File: config.mk
export PLATFORM = sky130hd
export DESIGN_NAME = abr_sha3_squeeze
export DESIGN_NICKNAME = d
export VERILOG_FILES = /design/src/rtl/abr_sha3_squeeze.sv
export SDC_FILE = /design/constraint.sdc
export NUM_CORES = 1
export LEC_CHECK = 0
export BUFFER_PORTS_ARGS = -buffer_cell sky130_fd_sc_hd__buf_2
export CORE_AREA = 5 5 648 650
export CTS_BUF_LIST = sky130_fd_sc_hd__clkbuf_2
export CTS_CLUSTER_DIAMETER = 80
export DETAILED_ROUTE_END_ITERATION = 8
export DIE_AREA = 0 0 653 655
export GPL_ROUTABILITY_DRIVEN = 0
export HOLD_SLACK_MARGIN = 0.06
export PLACE_DENSITY = 0.3
export RECOVER_POWER = 100
export SYNTH_ARGS = -nofsm -noshare
export SYNTH_HDL_FRONTEND = slang
export SYNTH_SLANG_ARGS = --single-unit
export TNS_END_PERCENT = 30
File: constraint.sdc
create_clock -name clk_i -period 4 [get_ports clk_i]
set_input_delay 0 -clock clk_i [delete_from_list [all_inputs] [get_ports clk_i]]
set_output_delay 0 -clock clk_i [all_outputs]
set_load 0.05 [all_outputs]
File: src/rtl/abr_sha3_squeeze.sv
// Squeeze reader: streams the Keccak rate as 64-bit words and requests permutations until out_len words are sent.
// Optional ABR_SHA3_SQUEEZE_ZEROIZE_EN blanks digest_data_o outside valid beats.
module abr_sha3_squeeze #(
  parameter int StateW   = 1600,
  parameter int MsgWidth = 64,
  parameter int OutLenW  = 16
) (
  input  logic                clk_i,
  input  logic                rst_ni,
  input  logic                start_i,
  input  logic [2:0]          strength_i,
  input  logic [OutLenW-1:0]  out_len_i,
  input  logic                abort_i,
  input  logic                state_valid_i,
  input  logic [StateW-1:0]   state_i,
  output logic                run_o,
  output logic                digest_valid_o,
  output logic [MsgWidth-1:0] digest_data_o,
  output logic                digest_last_o,
  input  logic                digest_ready_i,
  output logic                busy_o,
  output logic                done_o,
  output logic                err_o
);

  localparam int NumWords = StateW / MsgWidth;
  localparam int IdxW     = $clog2(NumWords);

  typedef enum logic [1:0] {
    StIdle,
    StWait,
    StStream
  } st_e;

  st_e                 st_q, st_d;
  logic [IdxW-1:0]     idx_q, idx_d;
  logic [OutLenW-1:0]  rem_q, rem_d;
  logic [2:0]          str_q, str_d;
  logic                run_q, run_d;
  logic                done_q, done_d;
  logic                err_q, err_d;
  logic                hs;
  logic [MsgWidth-1:0] word_sel;

  // Index of the final rate word for each strength (rate - 1).
  function automatic logic [IdxW-1:0] rate_last(input logic [2:0] s);
    case (s)
      3'd0:    rate_last = IdxW'(20);
      3'd1:    rate_last = IdxW'(17);
      3'd2:    rate_last = IdxW'(16);
      3'd3:    rate_last = IdxW'(12);
      3'd4:    rate_last = IdxW'(8);
      default: rate_last = IdxW'(20);
    endcase
  endfunction

  assign hs = digest_valid_o & digest_ready_i;

  always_comb begin
    st_d   = st_q;
    idx_d  = idx_q;
    rem_d  = rem_q;
    str_d  = str_q;
    run_d  = 1'b0;
    done_d = 1'b0;
    err_d  = 1'b0;
    if (abort_i) begin
      st_d  = StIdle;
      idx_d = '0;
      rem_d = '0;
    end else begin
      if (start_i) begin
        if (st_q != StIdle || strength_i > 3'd4) begin
          err_d = 1'b1;
        end else if (out_len_i == '0) begin
          done_d = 1'b1;
        end else begin
          str_d = strength_i;
          rem_d = out_len_i;
          idx_d = '0;
          st_d  = StWait;
        end
      end
      case (st_q)
        StWait: begin
          if (state_valid_i) st_d = StStream;
        end
        StStream: begin
          if (hs) begin
            rem_d = rem_q - OutLenW'(1);
            // Completion outranks the rate boundary: no permutation after the last word.
            if (rem_q == OutLenW'(1)) begin
              done_d = 1'b1;
              idx_d  = '0;
              st_d   = StIdle;
            end else if (idx_q == rate_last(str_q)) begin
              idx_d = '0;
              run_d = 1'b1;
              st_d  = StWait;
            end else begin
              idx_d = idx_q + IdxW'(1);
            end
          end
        end
        default: ;
      endcase
    end
  end

  always_ff @(posedge clk_i) begin
    if (!rst_ni) begin
      st_q   <= StIdle;
      idx_q  <= '0;
      rem_q  <= '0;
      str_q  <= 3'd0;
      run_q  <= 1'b0;
      done_q <= 1'b0;
      err_q  <= 1'b0;
    end else begin
      st_q   <= st_d;
      idx_q  <= idx_d;
      rem_q  <= rem_d;
      str_q  <= str_d;
      run_q  <= run_d;
      done_q <= done_d;
      err_q  <= err_d;
    end
  end

  assign word_sel       = state_i[MsgWidth*int'(idx_q) +: MsgWidth];
  assign digest_valid_o = (st_q == StStream);
  assign digest_last_o  = digest_valid_o && (rem_q == OutLenW'(1));
  assign busy_o         = (st_q != StIdle);
  assign run_o          = run_q;
  assign done_o         = done_q;
  assign err_o          = err_q;

`ifdef ABR_SHA3_SQUEEZE_ZEROIZE_EN
  assign digest_data_o = digest_valid_o ? word_sel : '0;
`else
  assign digest_data_o = word_sel;
`endif

endmodule

# ---- Word level (Yosys, flattened, before mapping)
# Cells that the tools add are included.
dict set report totals {
  register_bits 29
  in_bits 1625
  word_cells 68
  output_inout_bits 70
}
dict set report op_classes {
  n_bitwise 8
  shift 1
  magnitude_cmp 1
  eq_ne 8
  n_addsub 2
  reduce_logical 8
  mux 33
}
# cell n
set op_table {}
lappend op_table {{variable part select 1600 x 12 -> 64 bit} 1}
lappend op_table {{two-way mux 16 bit} 5}
lappend op_table {{two-way mux 5 bit} 11}
lappend op_table {{one-hot mux 5 bit (4 select lines)} 1}
lappend op_table {{== test 16 x 1 -> 1 bit, second input constant} 1}
lappend op_table {{zero test 16 bit} 1}
lappend op_table {{subtractor 16 x 1 -> 16 bit, second input constant} 1}
lappend op_table {{two-way mux 2 bit} 7}
lappend op_table {{two-way mux 1 bit} 8}
lappend op_table {{NOT 1 bit} 7}
lappend op_table {{== test 3 x 2 -> 1 bit, second input constant} 2}
lappend op_table {{adder 5 x 1 -> 5 bit, second input constant} 1}
lappend op_table {{== test 5 bit} 1}
lappend op_table {{OR reduction 5 bit} 1}
lappend op_table {{one-hot mux 2 bit (2 select lines)} 1}
lappend op_table {{AND reduction 4 bit} 1}
lappend op_table {{== test 3 x 1 -> 1 bit, second input constant} 1}
lappend op_table {{== test 3 bit, second input constant} 1}
lappend op_table {{greater-than comparator 3 bit, second input constant} 1}
lappend op_table {{OR reduction 3 bit} 1}
lappend op_table {{== test 2 x 1 -> 1 bit, second input constant} 1}
lappend op_table {{== test 2 bit, second input constant} 1}
lappend op_table {{nonzero test 2 bit} 1}
lappend op_table {{OR reduction 2 bit} 1}
lappend op_table {{other kinds (3)} 3}

# ---- Depth between registers and ports, before layout
dict set report depth {
  depth_word 11
  ltp_mapped 10
  depth_no_buf 8
}

# ---- Worst setup path before layout
# OpenSTA, ideal clock, no wires.
dict set report synth_path {
  kind {flip-flop to output port}
  startpoint {register idx_q[1]}
  endpoint {output port digest_data_o[45]}
  n_path_buf 4
  slack_ns 1.671
  path_stages_with_launch 9
  required_ns 4.000
  t_arrival_ns 2.329
  path_cell_list {dfxtp_1 buf_2 buf_2 buf_1 buf_2 mux2i_1 nor2_1 a21oi_1 o21ai_1}
}
dict set report synth_via {
  elab_chain_len 1
}
# item line_no
set synth_rtl {}
lappend synth_rtl {{start: declaration} 36} ;# logic [IdxW-1:0] idx_q, idx_d;
lappend synth_rtl {{start signal: assignment} 121} ;# idx_q <= idx_d;
lappend synth_rtl {{variable part select 1600 x 12 -> 64 bit} 130} ;# assign word_sel = state_i[MsgWidth*int'(idx_q) +: MsgWidth];
lappend synth_rtl {{end: declaration} 18} ;# output logic [MsgWidth-1:0] digest_data_o,
# Every way passes these cells.

# ---- Final worst setup path
dict set report layout_path {
  startpoint {register idx_q[0]}
  endpoint {output port digest_data_o[18]}
}
# Same word-level chain as after synthesis.

==> qor.yml <==
run_status:
  outcome: "complete, no violations"
cells_and_area:
  layout-drive-gt1-share: 0.7428
  final_cell_mix: "1652 x buf_2, 385 x mux4_2, 148 x nand2_1"
  fillCellCount: 48540
  area_delta_synth_final_pct: 111.5
  layout_commonest_cell: "buf_2"
  fin_nets: 4624
  layout.cells.non_filler: 8607
sta:
  hold_viol: 0
  max_freq_mhz: 268.7
  slew_headroom: 0.1294
  tns_ns: 0
  report.final.slew_viol_count: 0
  fin_crit_sh: 0.9304
  finalSetupViolCount: 0
  timing.hold.ws_ns: 0.1065
  tightest_slew_ns: 1.295
  min_period_ns: 3.722
  rsz0062_at_grt: "no"
  fin_worst_skew_ns: 0.03280
flow_run:
  maxCapViolCount: 0
setup_path:
  r2r_end: "st_q[1]"
  startpoint_type: "flip-flop"
  r2r-start: "idx_q[2]"
  crit_fanout: 34
  cp.arrival_ns: 3.72
  rr_worst_depth: 8
  worstSetupStartpoint: "idx_q[0]"
  critical_path.endpoint: "digest_data_o[18]"
  critical_path_class: "flip-flop to primary output"
  cp_slowest_cell: "dfxtp_4"
  required_ns: 4.00
  rrSetupSlack_ns: 0.47
  cpPeakStageDelay_ns: 0.76
  endpoint_kind: "primary output"
  crit_chain: "buf_12 > buf_12 > mux4_2 > mux2i_1 > clkbuf_1 > o21ai_1 > nand2_1 > o21ai_1 > buf_2"
pwr:
  p_total_mw: 2.359
  powerDensity_nw_per_um2: 75.95
  leakage_nw: 10.77
  ir_drop_v: 0.00005796
drt:
  drtAntennaViolNets: 0
  routed_wl_mm: 277.3
  wire_per_inst_um: 32.22
  dr.pass1.iters: 5
  vias: 23490
  vias_per_cell: 2.729
  drtIter0Drc: 1983
  drc_errors: 0
clock_network:
  clk_latency_ns: 0.40
  cts-root-buf: "clkbuf_2"
  h-tree-depth: 2
  cts.sinks: 29
  post_cts_resized: 0
  path_clk_slew_ns: 0.19
  cts_buffers: 5
  cts.path.max_buffers: 2
  tritoncts: "yes"
min_path:
  hp-class: "input port to flip-flop"
global_route:
  grt_use_met1: 0.1215
  use_met3: 0.04838
  grt-ovfl-total: 0
  top_usage_layer: "met2"
  grt_pass1_vias: 23330
  grt.total_usage: 0.1217
  grt_pass1_wl_mm: 323.5
  grt_max_degree: 92
  met2_usage: 0.2348
  grt_antenna_before_repair: 417
yosys:
  ys_seq_area_frac: 0.03953
  ys.flop_type: "dfxtp_1"
  synth_top_area_share: 0.5904
  synth-edff-count: 0
  syn_area_per_cell_um2: 11.03
  synth_fp_nets: 2963
  synth_area_leaders: "mux4_2 59%, mux2i_1 8.7%, mux2_2 4.9%"
  ys_types: 50
  synthArstFlopShare: 0
  synth_area_leader_cell: "mux4_2"
  netlist_area_um2: 14690
  yosys_register_bits: 29
  ys_warn_count: 0
  synth_cells: 1332
floorplanning:
  core_area_um2: 412500
  dieArea_um2: 427700
  die_width_um: 653
  ios: 1695
  start_util: 0.03560
  die_h_um: 655
  num_rows: 236
place:
  io_buffers: 1694
  dp_hpwl_mm: 260.6
  placed_cells: 8426
-- worst max-delay path: cells and delay by family (launching register included) --
kind | cells | cell delay [ns]
multiplexers | 2 | 1.01
buffers and inverters | 4 | 1.16
AO/OA/AOI/OAI | 2 | 0.15
AND/OR/NAND/NOR | 1 | 0.08
flip-flops | 1 | 0.76
-- registers in the layout, summed over array words and instances, names as in the netlist --
name / flops
done_o: 1
str_q: 3
run_o: 1
rem_q: 16
idx_q: 5
err_o: 1
st_q: 2
-- power breakdown --
| part | total, mW | leakage (nW) | internal [mW] | switching (mW) |
|---|---|---|---|---|
| registers | 0.302 | 0.239 | 0.293 | 0.00886 |
| logic | 1.90 | 10.5 | 0.970 | 0.930 |
| clock network | 0.159 | 0.0287 | 0.0382 | 0.120 |
-- logic make-up (layout without fill, tap and decap cells) --
kind of cell / count (synthesis) / after routing / share of synthesized area
buf+inv: 173 / 1835 / 0.05018
compound gates: 256 / 256 / 0.09371
mux: 577 / 577 / 0.7267
flops: 29 / 29 / 0.03953
other cells: 0 / 139 / 0
xor+xnor: 1 / 1 / 0.0005965
fa+ha+maj: 6 / 6 / 0.005111
simple gates: 290 / 290 / 0.08417
-- area by class of cell --
class	count	area, µm²	area share
well taps	5474	6849	0.2205
inverters	10	37.54	0.001208
clock buffers	5	25.02	0.0008055
flip-flops and latches	29	599.3	0.01929
repair buffers	1817	9809	0.3158
diodes	139	347.8	0.01120
clock inverters	3	12.51	0.0004028
multi-input cells	1130	13390	0.4309
-- worst min-delay path by stage --
stage             from        to  slack, ns  cells past startpoint
2_1_floorplan  start_i     err_o       0.12                      2
3_3_place_gp   start_i     err_o       0.25                      3
3_5_place_dp   start_i     err_o       0.26                      3
4_1_cts         rst_ni  idx_q[4]       0.07                      4
5_1_grt         rst_ni  idx_q[4]       0.09                      4
6_report        rst_ni  idx_q[4]       0.11                      4
-- layer usage --
metal  vias up  wire [µm]
li1       9038          -
met1     11440      91220
met2      2028     147200
met3       816      27640
met4       164      10270
met5         -       1057
-- per-stage QoR --
stage,utilization,cell area (µm²),setup slack (ns)
floorplan,-,14690,1.671
CTS,0.07479,30850,0.1575
detailed placement,0.07388,30480,0.6486
global route,0.07482,30870,0.07990
finish,0.07531,31070,0.2783
global placement,0.07388,30480,0.6899
-- Yosys cell counts (13+ instances only) --
| master | number |
|---|---|
| a21oi_1 | 87 |
| buf_1 | 22 |
| buf_2 | 52 |
| clkbuf_1 | 84 |
| dfxtp_1 | 29 |
| mux2_2 | 64 |
| mux2i_1 | 128 |
| mux4_2 | 385 |
| nand2_1 | 148 |
| nand3_1 | 13 |
| nor2_1 | 86 |
| o21ai_1 | 131 |
-- timing repair --
action	4_1_cts	5_1_grt
hold endpoints to repair	25	0
hold buffers	34	0
buffers inserted	0	0
Note: power is estimated with default switching activity, not from simulation.
